File: config.mk
export PLATFORM = sky130hd
export DESIGN_NAME = debug_read_sequencer
export DESIGN_NICKNAME = d
export VERILOG_FILES = /design/src/rtl/dbg_pkg.sv /design/src/rtl/tx_byte_serializer.sv /design/src/rtl/debug_read_sequencer.sv
export SDC_FILE = /design/constraint.sdc
export NUM_CORES = 1
export LEC_CHECK = 0
export ABC_AREA = 1
export ABC_CLOCK_PERIOD_IN_PS = 1400
export BUFFER_PORTS_ARGS = -buffer_cell sky130_fd_sc_hd__buf_2
export CAP_MARGIN = 25
export CORE_ASPECT_RATIO = 1.1
export CORE_MARGIN = 4
export CORE_UTILIZATION = 25
export DETAILED_ROUTE_END_ITERATION = 8
export PLACE_DENSITY = 0.56
export SKIP_CTS_REPAIR_TIMING = 1
export SYNTH_ARGS = -nofsm -noshare
export SYNTH_HDL_FRONTEND = slang
export SYNTH_SLANG_ARGS = --single-unit
File: constraint.sdc
create_clock -name clk_i -period 1.4 [get_ports clk_i]
set_input_delay 0 -clock clk_i [delete_from_list [all_inputs] [get_ports clk_i]]
set_output_delay 0 -clock clk_i [all_outputs]
set_load 0.03 [all_outputs]
File: src/rtl/dbg_pkg.sv
// ---------------------------------------------------------------------------
// dbg_pkg
//   Shared definitions for the UART debug read path.
//   - SRC_*          : 3-bit source codes carried in address byte bits [7:5]
//   - state_e        : 3-bit state encoding used by the sequencer and the
//                      byte serializer
//   - RD_WAIT_DEFAULT: default memory read latency in cycles
//   - src_is_mem()   : true for sources that need the RF/DM read latency
// ---------------------------------------------------------------------------
package dbg_pkg;

   localparam logic [2:0] SRC_RF   = 3'b000;
   localparam logic [2:0] SRC_PC   = 3'b001;
   localparam logic [2:0] SRC_INST = 3'b010;
   localparam logic [2:0] SRC_CNTL = 3'b011;
   localparam logic [2:0] SRC_A    = 3'b100;
   localparam logic [2:0] SRC_B    = 3'b101;
   localparam logic [2:0] SRC_ALU  = 3'b110;
   localparam logic [2:0] SRC_DM   = 3'b111;

   localparam int RD_WAIT_DEFAULT = 8;
   localparam int DATA_W_DEFAULT  = 32;

   typedef enum logic [2:0] {
      ST_IDLE  = 3'd0,
      ST_WAIT  = 3'd1,
      ST_SEND  = 3'd2,
      ST_START = 3'd3,
      ST_GAP   = 3'd4,
      ST_DONE  = 3'd5
   } state_e;

   // Register file and data memory are synchronous RAMs; everything else is
   // a plain register that is valid as soon as src_sel is.
   function automatic logic src_is_mem(input logic [2:0] code);
      return (code == SRC_RF) || (code == SRC_DM);
   endfunction

endpackage

File: src/rtl/tx_byte_serializer.sv
// ---------------------------------------------------------------------------
// tx_byte_serializer
//   Holds the captured word and hands it to the UART TX core one byte at a
//   time, most significant byte first.
//   Ports:
//     clk_i       in   system clock
//     rst_ni      in   synchronous active-low reset
//     load_i      in   1-cycle: capture word_i and start sending
//     word_i      in   word to send
//     tx_busy_i   in   TX core busy
//     done_o      out  1-cycle (combinational): last byte's guard cycle
//     tx_start_o  out  registered 1-cycle start pulse
//     tx_data_o   out  registered byte to transmit
// ---------------------------------------------------------------------------
module tx_byte_serializer
   import dbg_pkg::*;
#(
   parameter int DATA_W = DATA_W_DEFAULT
) (
   input  logic              clk_i,
   input  logic              rst_ni,
   input  logic              load_i,
   input  logic [DATA_W-1:0] word_i,
   input  logic              tx_busy_i,
   output logic              done_o,
   output logic              tx_start_o,
   output logic [7:0]        tx_data_o
);

   state_e            state_q, state_d;
   logic [DATA_W-1:0] word_q, word_d;
   logic [1:0]        idx_q, idx_d;
   logic [7:0]        tx_data_q, tx_data_d;
   logic              tx_start_q, tx_start_d;

   always_comb begin
      state_d    = state_q;
      word_d     = word_q;
      idx_d      = idx_q;
      tx_data_d  = tx_data_q;
      tx_start_d = 1'b0;
      case (state_q)
         ST_IDLE: begin
            if (load_i) begin
               word_d  = word_i;
               idx_d   = 2'd3;
               state_d = ST_SEND;
            end
         end
         ST_SEND: begin
            if (!tx_busy_i) begin
               tx_data_d  = word_q[{idx_q, 3'b000} +: 8];
               // Registered pulse: high during the START cycle only.
               tx_start_d = 1'b1;
               state_d    = ST_START;
            end
         end
         ST_START: begin
            state_d = ST_GAP;
         end
         ST_GAP: begin
            // tx_busy rises one cycle after tx_start; this guard cycle keeps
            // SEND from seeing a stale idle TX core.
            if (idx_q == 2'd0) begin
               state_d = ST_IDLE;
            end else begin
               idx_d   = idx_q - 2'd1;
               state_d = ST_SEND;
            end
         end
         default: begin
            state_d = ST_IDLE;
         end
      endcase
   end

   always_ff @(posedge clk_i) begin
      if (!rst_ni) begin
         state_q    <= ST_IDLE;
         word_q     <= '0;
         idx_q      <= 2'd0;
         tx_data_q  <= 8'd0;
         tx_start_q <= 1'b0;
      end else begin
         state_q    <= state_d;
         word_q     <= word_d;
         idx_q      <= idx_d;
         tx_data_q  <= tx_data_d;
         tx_start_q <= tx_start_d;
      end
   end

   assign done_o     = (state_q == ST_GAP) && (idx_q == 2'd0);
   assign tx_start_o = tx_start_q;
   assign tx_data_o  = tx_data_q;

endmodule

File: src/rtl/debug_read_sequencer.sv
// ---------------------------------------------------------------------------
// debug_read_sequencer
//   Sequences one UART debug read: decodes the received address byte, drives
//   the debug mux select and RF/DM read indices, waits out the read latency,
//   captures the selected word and sends it as 4 bytes, MSB first.
//   Ports:
//     clk_i          in   system clock
//     rst_ni         in   synchronous active-low reset
//     rx_valid_i     in   1-cycle: rx_data_i holds a received byte
//     rx_data_i      in   [7:5] source code, [4:0] RF/DM index
//     data_sel_32_i  in   mux output for the current src_sel_o
//     src_sel_o      out  source code to the mux
//     addr_rf_5_o    out  register-file read index
//     addr_dm_5_o    out  data-memory read index
//     tx_busy_i      in   TX core busy
//     tx_start_o     out  1-cycle byte start pulse
//     tx_data_o      out  byte to transmit
//     busy_o         out  sequencer not idle
//     rx_drop_o      out  1-cycle: a byte arrived while busy and was dropped
//     rd_done_o      out  1-cycle: last byte handed to TX
// ---------------------------------------------------------------------------
module debug_read_sequencer
   import dbg_pkg::*;
#(
   parameter int RD_WAIT = RD_WAIT_DEFAULT,
   parameter int DATA_W  = DATA_W_DEFAULT
) (
   input  logic              clk_i,
   input  logic              rst_ni,
   input  logic              rx_valid_i,
   input  logic [7:0]        rx_data_i,
   input  logic [DATA_W-1:0] data_sel_32_i,
   output logic [2:0]        src_sel_o,
   output logic [4:0]        addr_rf_5_o,
   output logic [4:0]        addr_dm_5_o,
   input  logic              tx_busy_i,
   output logic              tx_start_o,
   output logic [7:0]        tx_data_o,
   output logic              busy_o,
   output logic              rx_drop_o,
   output logic              rd_done_o
);

   // RD_WAIT == 1 would give a zero-width counter; keep at least one bit.
   localparam int              CNT_W    = (RD_WAIT > 1) ? $clog2(RD_WAIT) : 1;
   localparam logic [CNT_W-1:0] CNT_LOAD = CNT_W'(RD_WAIT - 1);

   state_e           state_q, state_d;
   logic [CNT_W-1:0] cnt_q, cnt_d;
   logic [2:0]       src_sel_q, src_sel_d;
   logic [4:0]       addr_rf_q, addr_rf_d;
   logic [4:0]       addr_dm_q, addr_dm_d;
   logic             busy_q, busy_d;
   logic             rx_drop_q, rx_drop_d;
   logic             rd_done_q, rd_done_d;

   logic             ser_load;
   logic             ser_done;
   logic [2:0]       rx_code;

   assign rx_code = rx_data_i[7:5];

   always_comb begin
      state_d   = state_q;
      cnt_d     = cnt_q;
      src_sel_d = src_sel_q;
      addr_rf_d = addr_rf_q;
      addr_dm_d = addr_dm_q;
      rx_drop_d = 1'b0;
      rd_done_d = 1'b0;
      ser_load  = 1'b0;
      case (state_q)
         ST_IDLE: begin
            if (rx_valid_i) begin
               src_sel_d = rx_code;
               if (rx_code == SRC_RF) begin
                  addr_rf_d = rx_data_i[4:0];
               end
               if (rx_code == SRC_DM) begin
                  addr_dm_d = rx_data_i[4:0];
               end
               cnt_d   = src_is_mem(rx_code) ? CNT_LOAD : '0;
               state_d = ST_WAIT;
            end
         end
         ST_WAIT: begin
            if (cnt_q != '0) begin
               cnt_d = cnt_q - CNT_W'(1);
            end else begin
               ser_load = 1'b1;
               state_d  = ST_SEND;
            end
         end
         ST_SEND: begin
            // The serializer walks SEND/START/GAP for all four bytes; this
            // FSM just waits for its final guard cycle.
            if (ser_done) begin
               rd_done_d = 1'b1;
               state_d   = ST_DONE;
            end
         end
         ST_DONE: begin
            state_d = ST_IDLE;
         end
         default: begin
            state_d = ST_IDLE;
         end
      endcase

      if (rx_valid_i && (state_q != ST_IDLE)) begin
         rx_drop_d = 1'b1;
      end

      busy_d = (state_d != ST_IDLE);
   end

   always_ff @(posedge clk_i) begin
      if (!rst_ni) begin
         state_q   <= ST_IDLE;
         cnt_q     <= '0;
         src_sel_q <= 3'd0;
         addr_rf_q <= 5'd0;
         addr_dm_q <= 5'd0;
         busy_q    <= 1'b0;
         rx_drop_q <= 1'b0;
         rd_done_q <= 1'b0;
      end else begin
         state_q   <= state_d;
         cnt_q     <= cnt_d;
         src_sel_q <= src_sel_d;
         addr_rf_q <= addr_rf_d;
         addr_dm_q <= addr_dm_d;
         busy_q    <= busy_d;
         rx_drop_q <= rx_drop_d;
         rd_done_q <= rd_done_d;
      end
   end

   tx_byte_serializer #(
      .DATA_W (DATA_W)
   ) u_ser (
      .clk_i      (clk_i),
      .rst_ni     (rst_ni),
      .load_i     (ser_load),
      .word_i     (data_sel_32_i),
      .tx_busy_i  (tx_busy_i),
      .done_o     (ser_done),
      .tx_start_o (tx_start_o),
      .tx_data_o  (tx_data_o)
   );

   assign src_sel_o   = src_sel_q;
   assign addr_rf_5_o = addr_rf_q;
   assign addr_dm_5_o = addr_dm_q;
   assign busy_o      = busy_q;
   assign rx_drop_o   = rx_drop_q;
   assign rd_done_o   = rd_done_q;

endmodule

=== Word level (Yosys, flattened, before mapping) ===
Index checks and enable logic that the tools add are counted.

* Add/subtract/negate cells: 2
* Equality and inequality tests: 11
* Shift-type cells: 1
* Mux-type cells: 20
* Bitwise logic cells: 1
* Reductions and logical operators: 22

{| class="wikitable"
|+ Operator list
! cell !! number
|-
| $shiftx 32x6->8 || 1
|-
| $mux 3 || 8
|-
| $pmux 3 s4 || 1
|-
| $reduce_and 2->1 || 6
|-
| $reduce_and 3->1 || 4
|-
| $ne 2x2->1 const B || 5
|-
| $eq 3x2->1 const B || 3
|-
| $logic_not 3->1 || 3
|-
| $pmux 3 s3 || 1
|-
| $reduce_bool 3->1 || 3
|-
| $eq 3x3->1 const B || 2
|-
| $mux 2 || 3
|-
| $pmux 3 s2 || 1
|-
| $mux 1 || 5
|-
| $pmux 2 s2 || 1
|-
| $reduce_bool 2->1 || 2
|-
| $eq 3x1->1 const B || 1
|-
| $sub 3x1->3 const B || 1
|-
| $logic_and 1x1->1 || 2
|-
| $logic_not 2->1 || 1
|-
| $sub 2x1->2 const B || 1
|-
| $logic_or 1x1->1 || 1
|-
| $not 1->1 || 1
|}

* Word-level logic and storage cells: 70
* Register bits after elaboration: 68
* Output and inout bits: 25
* Input port bits: 44

=== Longest topological paths before layout ===
Gate-level depths: netlist of run 1.

* Depth in word-level cells: 5
* Depth in mapped cells: 9

=== Modules after synthesis ===
From an unflattened synthesis of run 1, not the netlist that was laid out.

* Cell total of the unflattened synthesis: 496
* Area, all modules: 3181.8 um2

{| class="wikitable"
|+ Modules (own cells, without submodules)
! module !! times used !! seq. area each (um2) !! area each (um2) !! cells each
|-
| tx_byte_serializer || 1 || 920.9 || 2168.3 || 353
|-
| debug_read_sequencer || 1 || 440.4 || 1013.5 || 143
|}

=== Worst setup path before layout of run 1 ===
No wires, ideal clock.

* Path type: register to register
* From: register u_ser.idx_q[0]
* To: register busy_q, in the netlist busy_o
* Stages on the path, launching flop included: 10
* Library setup time: 0.122 ns
* Slack: 0.005 ns
* Required time: 1.278 ns
* Arrival time: 1.273 ns
* Clock period less this slack: 1.395 ns
* Buffers on the path: 2
* Path through: dfxtp_1 -> buf_2 -> inv_1 -> buf_2 -> ha_1 -> inv_1 -> o21ai_0 -> nand2_1 -> nand2_1 -> nand3_1

* Cells in the longest elaborated chain, start to end: 5

{| class="wikitable"
|+ Ends and longest elaborated chain
! item !! line !! RTL
|-
| start: declaration || tx_byte_serializer.sv:32 || <nowiki>logic [1:0] idx_q, idx_d;</nowiki>
|-
| start signal: assignment || tx_byte_serializer.sv:87 || <nowiki>idx_q <= idx_d;</nowiki>
|-
| $logic_not 2->1 || tx_byte_serializer.sv:93 || <nowiki>assign done_o = (state_q == ST_GAP) && (idx_q == 2'd0);</nowiki>
|-
| $logic_and 1x1->1 || tx_byte_serializer.sv:93 ||
|-
| $mux 3 || debug_read_sequencer.sv:97 || <nowiki>if (ser_done) begin</nowiki>
|-
| $pmux 3 s3 || debug_read_sequencer.sv:72 || <nowiki>case (state_q)</nowiki>
|-
| $reduce_bool 3->1 || debug_read_sequencer.sv:114 || <nowiki>busy_d = (state_d != ST_IDLE);</nowiki>
|-
| end signal: assignment || debug_read_sequencer.sv:133 || <nowiki>busy_q <= busy_d;</nowiki>
|-
| end: declaration || debug_read_sequencer.sv:53 || <nowiki>logic busy_q, busy_d;</nowiki>
|}

Every way passes these cells.
A chain may end at the register's enable or synchronous reset.

=== Worst setup path in the final report of run 1 ===
* From: register cnt_q[0]
* To: register u_ser.word_q[23]

* Cells in the longest elaborated chain, start to end: 4

{| class="wikitable"
|+ Ends and longest elaborated chain
! item !! line !! RTL
|-
| start: declaration || debug_read_sequencer.sv:49 || <nowiki>logic [CNT_W-1:0] cnt_q, cnt_d;</nowiki>
|-
| start signal: assignment || debug_read_sequencer.sv:129 || <nowiki>cnt_q <= cnt_d;</nowiki>
|-
| $reduce_bool 3->1 || debug_read_sequencer.sv:87 || <nowiki>if (cnt_q != '0) begin</nowiki>
|-
| $mux 1 || debug_read_sequencer.sv:87 ||
|-
| $mux 1 || debug_read_sequencer.sv:72 ||
|-
| $reduce_and 2->1 (no line) || n/a ||
|-
| end signal: assignment || tx_byte_serializer.sv:86 || <nowiki>word_q <= word_d;</nowiki>
|-
| end: declaration || tx_byte_serializer.sv:31 || <nowiki>logic [DATA_W-1:0] word_q, word_d;</nowiki>
|}

Every way passes these cells.

==> flow_summary.toml, run 1 <==
[run_status]
status = "finished, final reports clean"

[grt]
grt_overflow = 0
grt_use_met3 = 0.0419
grt_pass1_wl_mm = 12.6
antenna_found_initial = 0
grt-busiest-layer = "met2"
groute.layer.met1.usage = 0.131
grt_start_max_net_pins = 36
grt_use_total = 0.117
met2_usage = 0.200
grt_pass1_vias = 2699

[layout]
layout_common_cells = "nor2_1 (128), dfxtp_1 (68), buf_2 (68)"
diodes = 0
nFillCells = 1162
fin_util = 0.367
areaGrowthSynthToFinish_pct = 44.3
stdcell_area_sq_mm = 0.00420
fin_nets = 561
final_cells = 669
final_common_cell = "nor2_1"
drive_above_1_share = 0.227

[timing]
layout_min_cycle_time_ns = 1.33
setup-violations-final = 0
holdWs_ns = 0.0278
rsz0062_at_grt = "yes"
slew-limit-headroom = 0.773
hold_violations = 0
max_freq_ghz = 0.750
tightest_slew_ns = 0.340
finalMaxSlewViolations = 0
skew_ns = 0.00919
period_share = 0.952

[logic_synthesis]
netlist_instances = 402
synth_area_leaders = "dfxtp_1 (47%), nor2_1 (16%), o21ai_0 (11%), nand2_1 (4.6%), inv_1 (3.6%)"
yosysTopAreaCell = "dfxtp_1"
ys_ff_latch = 68
ys_seq_area_frac = 0.467
syn_area_sq_mm = 0.00291
yosys.area.top_type_share = 0.467
avgSynthCellArea_sq_um = 7.25
ys.flop_type = "dfxtp_1"
synth-async-reset-ratio = 0
synth_fp_nets = 449
ys_types = 26
yosysWarnings = 0
synth_edf_count = 0

[clocking]
clk_pin_slew_ns = 0.06
cts_root_buf = "clkbuf_16"
cts_buffer_depth = 2
cts_tree = "done"
cts.sinks = 68
cts_buffers = 9
htreeDepth = 3
clk_latency_ns = 0.33

[setup_path]
critPathCaptureType = "flop"
reg2reg_to = "u_ser.word_q[23]"
reg2reg_from = "cnt_q[0]"
worst-r2r-setup-slack_ns = 0.07
r2r_cells = 8
critPathArrivalTime_ns = 1.55
cp-startpoint = "cnt_q[0]"
worst_setup_path_start_kind = "flop"
crit_path_max_fanout = 16
required_ns = 1.62
timing_worst_setup_path_type = "reg -> reg"

[pwr]
power_density_mw_per_mm2 = 1520
ir_worst_vdd_v = 0.000662
leakagePower_uw = 0.00191
finalPower_uw = 6400

[die]
start_util = 0.255
io_pins = 69
die_h_um = 121
design.die.area_sq_mm = 0.0134
rows = 41
die_x_um = 111
core_sq_mm = 0.0114

[placement]
dpl.hpwl_mm = 5.60
postPlaceCellArea_sq_mm = 0.00341
place_congestion = 0.763
port_buffers = 68
placed_cells = 612

[run]
max_cap_viol_count = 0

[route]
drtIter0Drc = 113
drc = 0
num_vias = 2886
antenna_left = 0
detail_route.wl_per_cell_um = 11.9
first_pass_iters = 4
totalWireLength_mm = 7.96
viasPerCell = 4.31

[hold_path]
hold_depth = 3
min_to = "u_ser.tx_data_o[6]"
hp-class = "in -> reg"
hp-start = "rst_ni"
flip-flops by register name, indices dropped and copies added (netlist names):
| signal | count |
|---|---|
| addr_dm_5_o | 5 |
| addr_rf_5_o | 5 |
| busy_o | 1 |
| cnt_q | 3 |
| rd_done_o | 1 |
| rx_drop_o | 1 |
| src_sel_o | 3 |
| state_q | 3 |
| u_ser.idx_q | 2 |
| u_ser.state_q | 3 |
| u_ser.tx_data_o | 8 |
| u_ser.tx_start_o | 1 |
| u_ser.word_q | 32 |
cells in the mapped netlist (2+ instances only):
cell	number
buf_6	8
inv_1	28
nand3_1	10
ha_1	3
o21ai_0	62
a21oi_1	13
nor4_1	5
nor2_4	4
nand2_1	36
nor3_1	5
dfxtp_1	68
clkbuf_1	6
nand2_2	3
nor2_1	128
clkinv_1	2
o21ai_1	9
buf_2	3
metrics by stage:
| stage | TNS, ns | setup slack, ns |
|---|---|---|
| after CTS | -0.0471 | -0.0286 |
| after detailed placement | -0.0167 | -0.0127 |
| after floorplan | 0 | 0.00543 |
| final | 0 | 0.0672 |
| after global routing | -0.0691 | -0.0138 |
| after global placement | 0 | 0.0171 |
routing by layer:
metal / share of wire / vias to the layer above
met5: 0 / -
met1: 0.44 / 1295
met3: 0.053 / 14
li1: - / 1506
met2: 0.49 / 71
met4: 0.020 / 0
kinds of logic after synthesis:
family                   synth area share
buffers and inverters              0.0885
adder cells (fa/ha/maj)            0.0129
XOR/XNOR                          0.00301
flip-flops                          0.467
AO/OA/AOI/OAI                       0.147
AND/OR/NAND/NOR                     0.281
worst max-delay path: stages, from the launching register on:
cell     delay [ns]
dfxtp_1        0.29
inv_1          0.06
ha_1           0.16
nand2_1        0.10
nor2_4         0.13
nand2_4        0.09
buf_6          0.17
o21ai_1        0.15
nor2_1         0.06
power by group:
group	internal (uW)	switching [uW]
clock	1740	845
sequential	2180	128
combinational	585	922
cell type report:
cell class                      instances  area [sq um]  share of cell area
Tap cell                              150           188              0.0446
Multi-Input combinational cell        284          1330               0.317
Timing Repair Buffer                  119           855               0.203
Clock inverter                          6           113              0.0268
Inverter                               32           128              0.0304
Sequential cell                        68          1360               0.324
Clock buffer                           10           229              0.0545
worst max-delay path by stage:
stage	to	slack, ns	cells after the start
global route	u_ser.word_q[19]	-0.01	8
CTS	u_ser.word_q[29]	-0.03	8
detailed placement	u_ser.word_q[29]	-0.01	8
finish	u_ser.word_q[23]	0.07	8
global placement	u_ser.word_q[29]	0.02	8
floorplan	busy_o	0.005	9
Power figures use the tool's default switching activity.
==> run 2: changes to the inputs <==
==> constraint.sdc (replaced) <==
create_clock -name clk_i -period 1.4 [get_ports clk_i]
set_input_delay 0.07 -clock clk_i [delete_from_list [all_inputs] [get_ports clk_i]]
set_output_delay 0.07 -clock clk_i [all_outputs]
set_load 0.03 [all_outputs]
==> run 2 against run 1 <==
  * The flow now finishes with violations (hold timing)
  * Clock-buffer cell count unchanged
  * Hold slack worse by 0.040 ns
  * Critical path depth unchanged
  * Critical endpoint is now u_ser.word_q[2]
==> flow_summary.toml, run 2 (synthesis results as in run 1) <==
[setup_path]
critPathArrivalTime_ns = 1.57
timing_worst_setup_path_type = "reg -> reg"
required_ns = 1.62
cp_slowest_cell = "dfxtp_1"
cp_slowest_stage_delay_ns = 0.29
worst_setup_path_start_kind = "flop"
cp_cell_sequence = "inv_1 > ha_2 > nand2_1 > nor2_4 > nand2_4 > buf_12 > o21ai_0 > nor2_1"
crit_path_max_fanout = 19
critPathCaptureType = "flop"
r2r_cells = 8

[pwr]
finalPower_uw = 6330
leakagePower_uw = 0.00177
power_density_mw_per_mm2 = 1640
ir_worst_vdd_v = 0.000748

[die]
start_util = 0.255
rows = 41
die_x_um = 111
die_h_um = 121
io_pins = 69
core_sq_mm = 0.0114
design.die.area_sq_mm = 0.0134

[layout]
final_cells = 636
fin_util = 0.338
fin_nets = 528
largest_register = "u_ser.word_q"
final_common_cell = "nor2_1"
largest_reg_flops = 32
diodes = 0
areaGrowthSynthToFinish_pct = 32.9
drive_above_1_share = 0.237
layout_common_cells = "nor2_1 (128), dfxtp_1 (68), buf_2 (68)"

[route]
top_layer = "met5"
num_vias = 2677
viasPerCell = 4.21
totalWireLength_mm = 7.41
wl_met1_mm = 3.26
drc = 0
drtIter0Drc = 133
first_pass_iters = 4
wl_met2_mm = 3.59
met3_length_um = 452
antenna_left = 0
detail_route.wl_per_cell_um = 11.6

[clocking]
htreeDepth = 3
clk_pin_slew_ns = 0.06
cts.sinks = 68
cts_buffers = 9
cts_tree = "done"
clk_latency_ns = 0.33
cts_buffer_depth = 2
cts_root_buf = "clkbuf_16"

[timing]
skew_ns = 0.00598
rsz0062_at_grt = "yes"
slew-limit-headroom = 0.737
finalMaxSlewViolations = 0
tightest_slew_ns = 0.394
max_freq_ghz = 0.742
setup-tns-final_ns = 0
period_share = 0.962
layout_min_cycle_time_ns = 1.35
holdWs_ns = -0.0117
setup-violations-final = 0
setup_slack_ns = 0.0531
hold_violations = 11

[placement]
port_buffers = 68
dpl.hpwl_mm = 5.47
placed_cells = 612
place_congestion = 0.772
pre_cts_slack_ns = -0.00579

[run]
max_cap_viol_count = 0

[grt]
antenna_found_initial = 1
grt_pass1_vias = 2542
grt_start_max_net_pins = 33
grt_overflow = 0
grt_pass1_wl_mm = 12.0
grt_use_total = 0.112

[run_status]
status = "finished with violations"
failed_checks = "hold timing"

[hold_path]
hold_depth = 3
hp-class = "in -> reg"
-- run 2: routing by layer --
layer / vias to the layer above / global-route usage
met5: - / 0
met4: 2 / 0.0439
met3: 9 / 0.0404
met2: 60 / 0.188
met1: 1165 / 0.130
li1: 1441 / -
-- run 2: final timing paths --
kind                           end  slack [ns]         startpoint
hold reg to reg   u_ser.state_q[2]        0.48   u_ser.state_q[1]
setup / recovery   u_ser.word_q[2]        0.05           cnt_q[0]
setup reg to reg   u_ser.word_q[2]        0.05           cnt_q[0]
hold / removal    u_ser.word_q[26]       -0.01  data_sel_32_i[26]
-- run 2: area by class of cell --
type	count	area [sq um]
Timing Repair Buffer	86	534
Inverter	32	128
Clock inverter	6	111
Tap cell	150	188
Clock buffer	10	229
Multi-Input combinational cell	284	1320
Sequential cell	68	1360
Fill cell	1230	7570
-- run 2: worst max-delay path, delay by kind of cell (launching register included) --
kind	cells	cell delay, ns
compound gates	1	0.17
fa+ha+maj	1	0.18
buf+inv	2	0.23
flops	1	0.29
simple gates	4	0.37
-- run 2: power by group --
part | total, uW | internal (uW) | switching (uW) | leakage (uW)
clock network | 2590 | 1740 | 850 | 0.000163
registers | 2300 | 2180 | 122 | 0.000555
logic | 1440 | 540 | 898 | 0.00105
-- run 2: through the flow --
step                      instance area (sq um)  hold WS (ns)
after floorplan                            2910         0.149
after global placement                     3410         0.307
after detailed placement                   3410         0.308
after CTS                                  3750       -0.0418
after global routing                       3870       0.00126
final                                      3870       -0.0117
